### config.mk
export PLATFORM = sky130hd
export DESIGN_NAME = mem_port_arbiter_flat
export DESIGN_NICKNAME = d
export VERILOG_FILES = /design/src/rtl/mem_port_arbiter_if.sv /design/src/rtl/mem_port_arbiter.sv /design/src/flat_wrapper.sv
export SDC_FILE = /design/constraint.sdc
export NUM_CORES = 1
export LEC_CHECK = 0
export BUFFER_PORTS_ARGS = -buffer_cell sky130_fd_sc_hd__buf_2
export CORE_AREA = 3 3 108 110
export DETAILED_ROUTE_END_ITERATION = 10
export DIE_AREA = 0 0 111 113
export PLACE_DENSITY = 0.78
export REMOVE_ABC_BUFFERS = 1
export SYNTH_ARGS = -nofsm -noshare
export SYNTH_HDL_FRONTEND = slang
export SYNTH_SLANG_ARGS = --single-unit
### constraint.sdc
create_clock -name clk -period 2.7 [get_ports clk]
set_clock_uncertainty 0.05 [all_clocks]
set_input_delay 0.54 -clock clk [delete_from_list [all_inputs] [get_ports clk]]
set_output_delay 0.54 -clock clk [all_outputs]
set_load 0.1 [all_outputs]
### src/rtl/mem_port_arbiter_if.sv
// rtl/mem_port_arbiter_if.sv - IFU/LSU request, response and memory-side signals of the shared port
interface mem_port_arbiter_if #(
  parameter int ADDR_W = 32,
  parameter int DATA_W = 32
);
  localparam int STRB_W = DATA_W / 8;

  logic              ifu_req_valid;
  logic              ifu_req_ready;
  logic [ADDR_W-1:0] ifu_addr;
  logic              ifu_resp_valid;
  logic [DATA_W-1:0] ifu_rdata;

  logic              lsu_req_valid;
  logic              lsu_req_ready;
  logic [ADDR_W-1:0] lsu_addr;
  logic              lsu_wen;
  logic [DATA_W-1:0] lsu_wdata;
  logic [STRB_W-1:0] lsu_wmask;
  logic              lsu_resp_valid;
  logic [DATA_W-1:0] lsu_rdata;

  logic              mem_req_valid;
  logic              mem_req_ready;
  logic [ADDR_W-1:0] mem_addr;
  logic              mem_wen;
  logic [DATA_W-1:0] mem_wdata;
  logic [STRB_W-1:0] mem_wmask;
  logic              mem_resp_valid;
  logic [DATA_W-1:0] mem_rdata;

  logic              busy;

  // Arbiter side
  modport slave (
    input  ifu_req_valid, ifu_addr,
    input  lsu_req_valid, lsu_addr, lsu_wen, lsu_wdata, lsu_wmask,
    input  mem_req_ready, mem_resp_valid, mem_rdata,
    output ifu_req_ready, ifu_resp_valid, ifu_rdata,
    output lsu_req_ready, lsu_resp_valid, lsu_rdata,
    output mem_req_valid, mem_addr, mem_wen, mem_wdata, mem_wmask,
    output busy
  );

  // Requesters plus memory, as seen from outside the arbiter
  modport master (
    output ifu_req_valid, ifu_addr,
    output lsu_req_valid, lsu_addr, lsu_wen, lsu_wdata, lsu_wmask,
    output mem_req_ready, mem_resp_valid, mem_rdata,
    input  ifu_req_ready, ifu_resp_valid, ifu_rdata,
    input  lsu_req_ready, lsu_resp_valid, lsu_rdata,
    input  mem_req_valid, mem_addr, mem_wen, mem_wdata, mem_wmask,
    input  busy
  );
endinterface

### src/rtl/mem_port_arbiter.sv
// rtl/mem_port_arbiter.sv - single-outstanding IFU/LSU arbiter for the shared memory port
// Define MEM_PORT_ARB_RR_EN for round-robin arbitration; default is fixed LSU priority.
module mem_port_arbiter #(
  parameter int ADDR_W = 32,
  parameter int DATA_W = 32
) (
  input logic                clk,
  input logic                rst,
  mem_port_arbiter_if.slave  bus
);
  localparam int STRB_W = DATA_W / 8;

  typedef enum logic [1:0] {
    S_IDLE = 2'd0,
    S_REQ  = 2'd1,
    S_WAIT = 2'd2
  } state_t;

  state_t            state_q, state_d;
  logic              owner_lsu_q;
  logic [ADDR_W-1:0] mem_addr_q;
  logic              mem_wen_q;
  logic [DATA_W-1:0] mem_wdata_q;
  logic [STRB_W-1:0] mem_wmask_q;

  logic              grant_lsu, grant_ifu;
  logic              accept;
  logic              ifu_ready, lsu_ready;
  logic              ifu_resp, lsu_resp;
  logic [DATA_W-1:0] ifu_rdata, lsu_rdata;
  logic              req_valid, busy;

`ifdef MEM_PORT_ARB_RR_EN
  logic last_grant_lsu_q;

  // Under contention, hand the port to whoever did not win last time
  always_comb begin
    grant_lsu = bus.lsu_req_valid;
    grant_ifu = bus.ifu_req_valid & ~bus.lsu_req_valid;
    if (bus.lsu_req_valid && bus.ifu_req_valid) begin
      grant_lsu = ~last_grant_lsu_q;
      grant_ifu = last_grant_lsu_q;
    end
  end

  always_ff @(posedge clk) begin
    if (rst) begin
      last_grant_lsu_q <= 1'b0;
    end else if (accept) begin
      last_grant_lsu_q <= grant_lsu;
    end
  end
`else
  always_comb begin
    grant_lsu = bus.lsu_req_valid;
    grant_ifu = bus.ifu_req_valid & ~bus.lsu_req_valid;
  end
`endif

  assign accept = (state_q == S_IDLE) & ~rst & (grant_lsu | grant_ifu);

  always_ff @(posedge clk) begin
    if (rst) begin
      state_q <= S_IDLE;
    end else begin
      state_q <= state_d;
    end
  end

  // Responses arriving outside WAIT are dropped by construction
  always_comb begin
    state_d   = state_q;
    ifu_ready = 1'b0;
    lsu_ready = 1'b0;
    ifu_resp  = 1'b0;
    lsu_resp  = 1'b0;
    ifu_rdata = '0;
    lsu_rdata = '0;
    req_valid = 1'b0;
    busy      = 1'b0;
    case (state_q)
      S_IDLE: begin
        ifu_ready = grant_ifu & ~rst;
        lsu_ready = grant_lsu & ~rst;
        if (accept) state_d = S_REQ;
      end
      S_REQ: begin
        req_valid = ~rst;
        busy      = ~rst;
        if (bus.mem_req_ready) state_d = S_WAIT;
      end
      S_WAIT: begin
        busy = ~rst;
        if (bus.mem_resp_valid) begin
          state_d = S_IDLE;
          if (!rst) begin
            if (owner_lsu_q) begin
              lsu_resp  = 1'b1;
              lsu_rdata = bus.mem_rdata;
            end else begin
              ifu_resp  = 1'b1;
              ifu_rdata = bus.mem_rdata;
            end
          end
        end
      end
      default: state_d = S_IDLE;
    endcase
  end

  // Fetches carry no write payload, so their wen/wdata/wmask are zeroed
  always_ff @(posedge clk) begin
    if (rst) begin
      owner_lsu_q <= 1'b0;
      mem_addr_q  <= '0;
      mem_wen_q   <= 1'b0;
      mem_wdata_q <= '0;
      mem_wmask_q <= '0;
    end else if (accept) begin
      owner_lsu_q <= grant_lsu;
      mem_addr_q  <= grant_lsu ? bus.lsu_addr : bus.ifu_addr;
      mem_wen_q   <= grant_lsu & bus.lsu_wen;
      mem_wdata_q <= grant_lsu ? bus.lsu_wdata : '0;
      mem_wmask_q <= grant_lsu ? bus.lsu_wmask : '0;
    end
  end

  assign bus.ifu_req_ready  = ifu_ready;
  assign bus.lsu_req_ready  = lsu_ready;
  assign bus.ifu_resp_valid = ifu_resp;
  assign bus.lsu_resp_valid = lsu_resp;
  assign bus.ifu_rdata      = ifu_rdata;
  assign bus.lsu_rdata      = lsu_rdata;
  assign bus.mem_req_valid  = req_valid;
  assign bus.mem_addr       = mem_addr_q;
  assign bus.mem_wen        = mem_wen_q;
  assign bus.mem_wdata      = mem_wdata_q;
  assign bus.mem_wmask      = mem_wmask_q;
  assign bus.busy           = busy;

endmodule

### src/flat_wrapper.sv
// flat-port wrapper written by rule: the top's interface ports become plain ports
module mem_port_arbiter_flat 
#(
  parameter int ADDR_W = 32,
  parameter int DATA_W = 32
)
  (clk, rst, bus_ifu_req_valid, bus_ifu_addr, bus_lsu_req_valid, bus_lsu_addr, bus_lsu_wen, bus_lsu_wdata, bus_lsu_wmask, bus_mem_req_ready, bus_mem_resp_valid, bus_mem_rdata, bus_ifu_req_ready, bus_ifu_resp_valid, bus_ifu_rdata, bus_lsu_req_ready, bus_lsu_resp_valid, bus_lsu_rdata, bus_mem_req_valid, bus_mem_addr, bus_mem_wen, bus_mem_wdata, bus_mem_wmask, bus_busy);
  mem_port_arbiter_if #(.ADDR_W(ADDR_W), .DATA_W(DATA_W)) bus_i ();
  input logic clk;
  input logic rst;
  input wire logic [$bits(bus_i.ifu_req_valid)-1:0] bus_ifu_req_valid;
  input wire logic [$bits(bus_i.ifu_addr)-1:0] bus_ifu_addr;
  input wire logic [$bits(bus_i.lsu_req_valid)-1:0] bus_lsu_req_valid;
  input wire logic [$bits(bus_i.lsu_addr)-1:0] bus_lsu_addr;
  input wire logic [$bits(bus_i.lsu_wen)-1:0] bus_lsu_wen;
  input wire logic [$bits(bus_i.lsu_wdata)-1:0] bus_lsu_wdata;
  input wire logic [$bits(bus_i.lsu_wmask)-1:0] bus_lsu_wmask;
  input wire logic [$bits(bus_i.mem_req_ready)-1:0] bus_mem_req_ready;
  input wire logic [$bits(bus_i.mem_resp_valid)-1:0] bus_mem_resp_valid;
  input wire logic [$bits(bus_i.mem_rdata)-1:0] bus_mem_rdata;
  output wire logic [$bits(bus_i.ifu_req_ready)-1:0] bus_ifu_req_ready;
  output wire logic [$bits(bus_i.ifu_resp_valid)-1:0] bus_ifu_resp_valid;
  output wire logic [$bits(bus_i.ifu_rdata)-1:0] bus_ifu_rdata;
  output wire logic [$bits(bus_i.lsu_req_ready)-1:0] bus_lsu_req_ready;
  output wire logic [$bits(bus_i.lsu_resp_valid)-1:0] bus_lsu_resp_valid;
  output wire logic [$bits(bus_i.lsu_rdata)-1:0] bus_lsu_rdata;
  output wire logic [$bits(bus_i.mem_req_valid)-1:0] bus_mem_req_valid;
  output wire logic [$bits(bus_i.mem_addr)-1:0] bus_mem_addr;
  output wire logic [$bits(bus_i.mem_wen)-1:0] bus_mem_wen;
  output wire logic [$bits(bus_i.mem_wdata)-1:0] bus_mem_wdata;
  output wire logic [$bits(bus_i.mem_wmask)-1:0] bus_mem_wmask;
  output wire logic [$bits(bus_i.busy)-1:0] bus_busy;
  assign bus_i.ifu_req_valid = bus_ifu_req_valid;
  assign bus_i.ifu_addr = bus_ifu_addr;
  assign bus_i.lsu_req_valid = bus_lsu_req_valid;
  assign bus_i.lsu_addr = bus_lsu_addr;
  assign bus_i.lsu_wen = bus_lsu_wen;
  assign bus_i.lsu_wdata = bus_lsu_wdata;
  assign bus_i.lsu_wmask = bus_lsu_wmask;
  assign bus_i.mem_req_ready = bus_mem_req_ready;
  assign bus_i.mem_resp_valid = bus_mem_resp_valid;
  assign bus_i.mem_rdata = bus_mem_rdata;
  assign bus_ifu_req_ready = bus_i.ifu_req_ready;
  assign bus_ifu_resp_valid = bus_i.ifu_resp_valid;
  assign bus_ifu_rdata = bus_i.ifu_rdata;
  assign bus_lsu_req_ready = bus_i.lsu_req_ready;
  assign bus_lsu_resp_valid = bus_i.lsu_resp_valid;
  assign bus_lsu_rdata = bus_i.lsu_rdata;
  assign bus_mem_req_valid = bus_i.mem_req_valid;
  assign bus_mem_addr = bus_i.mem_addr;
  assign bus_mem_wen = bus_i.mem_wen;
  assign bus_mem_wdata = bus_i.mem_wdata;
  assign bus_mem_wmask = bus_i.mem_wmask;
  assign bus_busy = bus_i.busy;
  mem_port_arbiter #(.ADDR_W(ADDR_W), .DATA_W(DATA_W)) u_core (.clk(clk), .rst(rst), .bus(bus_i));
endmodule
==> results of run 1 <==
## how the worst max path moves through the flow
stage                                 start                end  slack, ps
final                     u_core.state_q[0]  bus_lsu_rdata[17]        190
after global routing      u_core.state_q[0]  bus_ifu_req_ready         30
after CTS                 u_core.state_q[0]  bus_lsu_rdata[17]        160
after detailed placement                rst  bus_ifu_rdata[20]        470
after global placement                  rst  bus_ifu_req_ready        460
after floorplan           u_core.state_q[0]  bus_ifu_req_ready      -1440
## cell families after synthesis
logic type | synth area share, %
adder cells (fa/ha/maj) | 1.78
AND/OR/NAND/NOR | 19.0
flip-flops | 40.9
AO/OA/AOI/OAI | 22.4
buffers and inverters | 6.32
multiplexers | 9.66
## area by class of cell
type / count / area, µm²
antenna: 1 / 2.50
clock buffer: 9 / 124
clock inverter: 6 / 93.8
fill: 980 / 4600
inverter: 4 / 15.0
multi-input combinational: 298 / 1860
sequential: 72 / 1440
tap: 140 / 175
timing repair buffer: 287 / 2480
## per-layer routing
metal  up-vias  routed length (µm)
li1       1937                   -
met1      1810                5000
met2       164                7140
met3        17                 805
met4         2                 268
met5         -                  17
## synthesized netlist by cell type, drive strengths merged
library cell / count
a211oi: 32
a21oi: 69
a222oi: 1
a22oi: 1
and2: 64
and3b: 1
buf: 25
clkbuf: 17
dfxtp: 72
ha: 5
inv: 4
mux2i: 34
nand2: 39
nand2b: 5
nor2: 3
nor2b: 3
nor3: 1
nor3b: 2
o21ai: 37
or2: 1
## metrics by stage
stage	power, W	std cells	util, %	setup slack, ps
after CTS	0.00493	816	57.4	157
after global placement	0.00395	801	55.3	455
final	0.00490	817	57.4	194
after floorplan	0.00335	374	-	-1440
after global routing	0.00510	817	57.4	28.3
after detailed placement	0.00399	801	55.3	465
## power by group through the flow
stage                     clock [W]  combinational [W]  sequential (W)
after floorplan                   0           0.000763         0.00259
after global placement            0            0.00259         0.00136
after detailed placement          0            0.00263         0.00136
after CTS                  0.000962            0.00263         0.00134
after global routing        0.00101            0.00274         0.00136
final                      0.000939            0.00262         0.00134
## registers in the layout, summed over array words and instances, names as in the netlist
register,count
u_core.state_q,2
u_core.bus.mem_wdata,32
u_core.bus.mem_wmask,4
u_core.bus.mem_wen,1
u_core.bus.mem_addr,32
u_core.owner_lsu_q,1
## worst min-delay path: cells and delay by family
family	cells	cell delay (ps)
simple gates	1	50
buf+inv	1	90
compound gates	1	50
==> flow_results.org, run 1 <==
** Outcome
- The flow ran to the end, and the final reports show no timing, DRC or antenna violations.

** Clock tree
- Counting along the longest clock path gives a buffer depth of 2.
- CTS built an H-tree with a depth of 3.
- Clock-pin slew was measured on the worst setup and hold paths at 90 ps.
- For the worst-skew pair, the clock arrives at the later sink with an insertion delay of 330 ps.
- Counting every sink on the clock net gives 72.
- TritonCTS built the clock tree.
- After clock tree synthesis, the setup repair step added 0 buffers.
- The tree is rooted in a clkbuf_8.
- Clock buffers created by TritonCTS :: 9
- After clock tree synthesis, the flow added hold-fix buffers numbering 0.
- The number of gates resized after CTS was 0.

** GRT
- Global routing consumed, on the met1 layer, 21.6% of the routing resources.
- In the global route stage, met3 resource usage came out at 4.65%.
- Maximum number of pins on one net before global-route repair :: 72
- GRT met2 Usage :: 37.3%
- Total global-route track usage :: 19.7%
- After global routing, the most crowded layer is met2.
- Initial antenna violation count :: 2
- The first global-routing pass estimated 19,600 µm of wire.
- Number of global-route vias before repair :: 3,621
- Remaining global-route overflow :: 0

** Drt
- For this block, the initial DRC count from the detailed router was 210.
- Overall via count from detail_route :: 3,930
- Post-route antenna net violation count :: 0
- # DRC :: 0
- Drt wl/cell :: 16.2 µm
- In the routed layout, each cell is associated on average with a via count of 4.81.
- Initial DRT Pass Iterations :: 4
- DRT Wirelength :: 13,200 µm

** Critical path
- STA classifies the critical path endpoint as an output pin.
- Startpoint of the lowest-slack register-to-register path :: u_core.state_q[1]
- The critical path is of the flop to output pin type.
- For flop-to-flop paths, the worst setup slack is 790 ps.
- The worst register-to-register path has a depth of 5.
- CP bufs+invs :: 3
- Worst path max stage delay :: 340 ps
- Endpoint of the most critical register-to-register path :: u_core.bus.mem_addr[8]
- CP max FO :: 33
- Worst endpoint required time :: 2110 ps
- Data arrival time of the critical path :: 1920 ps
- The slowest stage of the critical path is the dfxtp_1 cell.
- The signal on the critical path passes through inv_1, ha_1, nand2_1, nor3b_2, buf_4, and2_1, buf_12.
- Crit path depth :: 7
- STA classifies the critical path startpoint as a flop.
- Cell type group with the largest total delay on the critical path :: buffers and inverters

** Timing
- The worst path uses 92.8% of the clock period.
- Final hold vios :: 0
- For the pin with the worst max-slew slack, the measured transition is 743 ps.
- The worst path needs 2510 ps of the cycle, external delays included.
- Setup violations remaining at the end of the flow were counted as 0.
- Setup repair after global routing left no endpoint under its margin.
- The worst pin sits at a relative slew slack of 50.3%.
- Derived from the worst setup path, the maximum achievable clock frequency is 399 MHz.
- Final Slew Violations :: 0
- Worst hold slack :: 383 ps
- Setup total negative slack on the finished layout was measured at 0 ps.

** Pwr
- Power density over the cells :: 791 mW/mm²
- The share of total power dissipated in combinational logic is 53.4%.
- IR analysis of the VDD net gives a maximum drop of 0.563 mV.
- The internal power of the cells totals 0.00231 W.
- Flop pwr share :: 27.4%
- The analysis attributes to cell leakage a power of 2.88 nW.
- Clock network fraction of total power :: 19.2%
- Net switching is 52.9% of the power.
- In this run the power spent charging and discharging nets is 0.00259 W.

** Cells and area
- After routing the design area is 0.00619 mm².
- The net count of the finished layout is 816.
- The library cell used most frequently in the layout, excluding fill and tap cells, is buf_2.
- Syn-to-layout area delta :: 75.8%
- The post-route netlist has 45.4% of its cells at a drive strength greater than 1.
- Commonest cells after routing, fill and taps aside :: buf_2 (210), dfxtp_1 (72), a21oi_1 (69)

** Floorplanning
- Area of the core :: 0.0108 mm²
- The floorplan step set the die height to 113 µm.
- Standard-cell rows :: 38
- Io pins :: 278
- Initial Util :: 32.6%
- Total Die Area :: 0.0125 mm²
- From left edge to right edge, the die measures 111 µm.

** Logic synthesis
- In this run the cell area of the synthesized design comes to 0.00352 mm².
- Part of the Yosys area used for sequential elements :: 40.9%
- Portion of synthesized cell area occupied by the leading cell type :: 40.9%
- The biggest area contributor in the post-synthesis netlist is dfxtp_1.
- Top cells by area, synth :: dfxtp_1 (41%), and2_1 (11%), a21oi_1 (9.8%)
- Mapped Avg Cell Area :: 8.47 µm²
- Ys Warns :: 0
- Seq cells post-synth :: 72
- Unique masters post-synth :: 26
- Synthesized instance count :: 416

** Placement
- HPWL reported at the end of detailed placement :: 10,500 µm
- Cell area after placement :: 0.00597 mm²
- Count of input and output buffers :: 277
- Final RePlAce weighted congestion :: 0.811

** Worst hold path
- Counting instances, the worst hold path has a depth of 3.
- The path class of the tightest hold or removal check is primary input to flop.
- Startpoint of the tightest hold check path :: bus_lsu_wdata[16]
- Endpoint, Worst Hold :: u_core.bus.mem_wdata[16]

** Flow run
- The tool flagged a number of max-cap violations equal to 0.
No activity file was read; power rests on OpenSTA's default activity.
==> run 2, diff against run 1 <==
- MAX_ROUTING_LAYER: default -> met4
==> flow_results.org, run 2 (synthesis gave the netlist of run 1 again) <==
** Outcome
- The flow ran to the end, and the final reports show no timing, DRC or antenna violations.

** Cells and area
- Leaving out filler cells and counting taps, the final layout contains 818.
- Leaving out fill and tap cells, the most frequent cell in the layout is buf_2.
- Commonest cells after routing, fill and taps aside :: buf_2 (210), dfxtp_1 (72), a21oi_1 (69)
- Layout cell share with drive strength beyond 1 :: 45.4%
- Net count, final :: 816
- Syn-to-layout area delta :: 75.9%

** Critical path
- STA puts the critical path data required time at 2110 ps.
- The critical path is of the flop to output pin type.
- Along the worst path, the maximum fanout reaches 33.
- Critical path capture point type :: output pin
- STA classifies the critical path startpoint as a flop.
- Data arrives at the worst endpoint at 1920 ps.
- For flop-to-flop paths, the worst setup slack is 790 ps.

** Floorplanning
- Initial Util :: 32.6%
- Standard-cell rows :: 38
- The floorplan step defined a core boundary enclosing 0.0108 mm².
- In this run the horizontal extent of the chip is 111 µm.
- During I/O placement, the number of pins put on the boundary was 278.
- Total Die Area :: 0.0125 mm²
- Height of the chip :: 113 µm

** Timing
- Setup repair after global routing left no endpoint under its margin.
- Final Slew Violations :: 0
- Highest attainable clock frequency :: 398 MHz
- At the pin with the least slew margin, the transition time is 742 ps.
- Measured against its own limit, the worst slew margin works out to 50.4%.
- In the final timing run, aggregate negative setup slack is 0 ps.
- Subtracting the final worst setup slack from the clock period gives 2510 ps.
- The number of failing hold endpoints at the final stage is 0.
- Share of the clock period used by the worst path after layout :: 93.0%
- Endpoints failing setup :: 0

** Drt
- Overall via count from detail_route :: 3,919
- After detailed routing, the number of vias per cell comes to 4.79.
- DRT Wirelength :: 13,300 µm
- Number of DRC violations after detailed-routing iteration 0 :: 214
- The count of nets left with antenna violations once routing finished came out at 0.
- Before antenna repair, the detailed router went through 4 iterations.
- # DRC :: 0
- In the final routed layout, each cell accounts on average for 16.2 µm.

** Clock tree
- Count of buffers added by post-CTS timing repair for setup :: 0
- The clock passes through at most 2 buffers.
- After clock tree synthesis, the clock-pin slew on the worst setup and hold paths is 90 ps.
- For this design, the sink count on the clock tree is 72.
- At the later pin of the worst-skew pair, clock insertion delay measures 330 ps.
- Buffers inserted to repair hold after CTS numbered 0.
- Root cell of the clock tree :: clkbuf_8
- The number of clock buffers added by TritonCTS is 9.
- CTS built an H-tree with a depth of 3.
- Once the clock tree was built, the resizer swapped 0 gates to a different size.
- Clock tree from TritonCTS :: done

** Worst hold path
- The tightest min-delay check is of the primary input to flop type.

** GRT
- Maximum number of pins on one net before global-route repair :: 72
- Initial antenna violation count :: 2
- Global-route wire length before repair :: 19,600 µm
- After global routing the overflow that remains totals 0.
- Number of global-route vias before repair :: 3,621
- Global routing used 20.3% of the available tracks across all layers.

** Placement
- At the end of routability-driven placement, the weighted congestion stood at 0.823.
- In this run the tool buffered the top-level ports with 277 buffer cells.
- Including well taps, the total number of placed cells is 801.
- HPWL reported at the end of detailed placement :: 10,500 µm

** Pwr
- In this run the power density over the cells is 791 mW/mm².
- Max VDD drop :: 0.563 mV
- Leakage power total :: 2.88 nW
- Overall power consumption after layout is estimated at 0.00490 W.

** Flow run
- Max-cap violations :: 0
==> run 2: final cells by class <==
class                   instances  area (µm²)
flip-flops and latches         72        1440
diodes                          2        5.00
repair buffers                287        2480
well taps                     140         175
clock inverters                 6        93.8
fillers                       979        4600
clock buffers                   9         124
multi-input cells             298        1860
inverters                       4        15.0
==> run 2: critical path: stages, from the launching register on <==
cell	delay [ps]
dfxtp_1	340
inv_1	120
ha_1	180
nand2_1	90
nor3b_2	150
buf_4	290
and2_1	230
buf_12	190
==> run 2: power breakdown <==
part / total, W / internal [W] / switching, W / leakage (nW)
combinational: 0.00262 / 0.000537 / 0.00208 / 2.18
clock: 0.000938 / 0.000522 / 0.000416 / 0.106
sequential: 0.00134 / 0.00125 / 0.0000925 / 0.590
==> run 2: routing by layer <==
metal  global-route usage, %  part of all wire, %  vias up
li1                        -                    -     1938
met1                    21.7                   37     1806
met2                    37.4                   54      159
met3                    4.44                  6.2       16
met4                    6.40                  2.0        0
met5                       -                    0        -
==> run 2: metrics by stage <==
step / area (µm²) / hold slack, ps / utilization [%] / worst slack [ps]
after floorplan: 3320 / 415 / - / -1440
after global placement: 5970 / 409 / 55.3 / 455
after detailed placement: 5970 / 413 / 55.3 / 465
after CTS: 6190 / 363 / 57.4 / 157
after global routing: 6200 / 355 / 57.4 / 28.3
final: 6200 / 382 / 57.4 / 189
==> run 2: worst paths after layout <==
check / startpoint / to / depth (start not counted)
worst max register to register: u_core.state_q[1] / u_core.bus.mem_addr[8] / 5
worst max-delay path: u_core.state_q[0] / bus_lsu_rdata[17] / 7
worst min register to register: u_core.bus.mem_wdata[13] / u_core.bus.mem_wdata[13] / 2
worst min-delay path: bus_lsu_wdata[16] / u_core.bus.mem_wdata[16] / 3
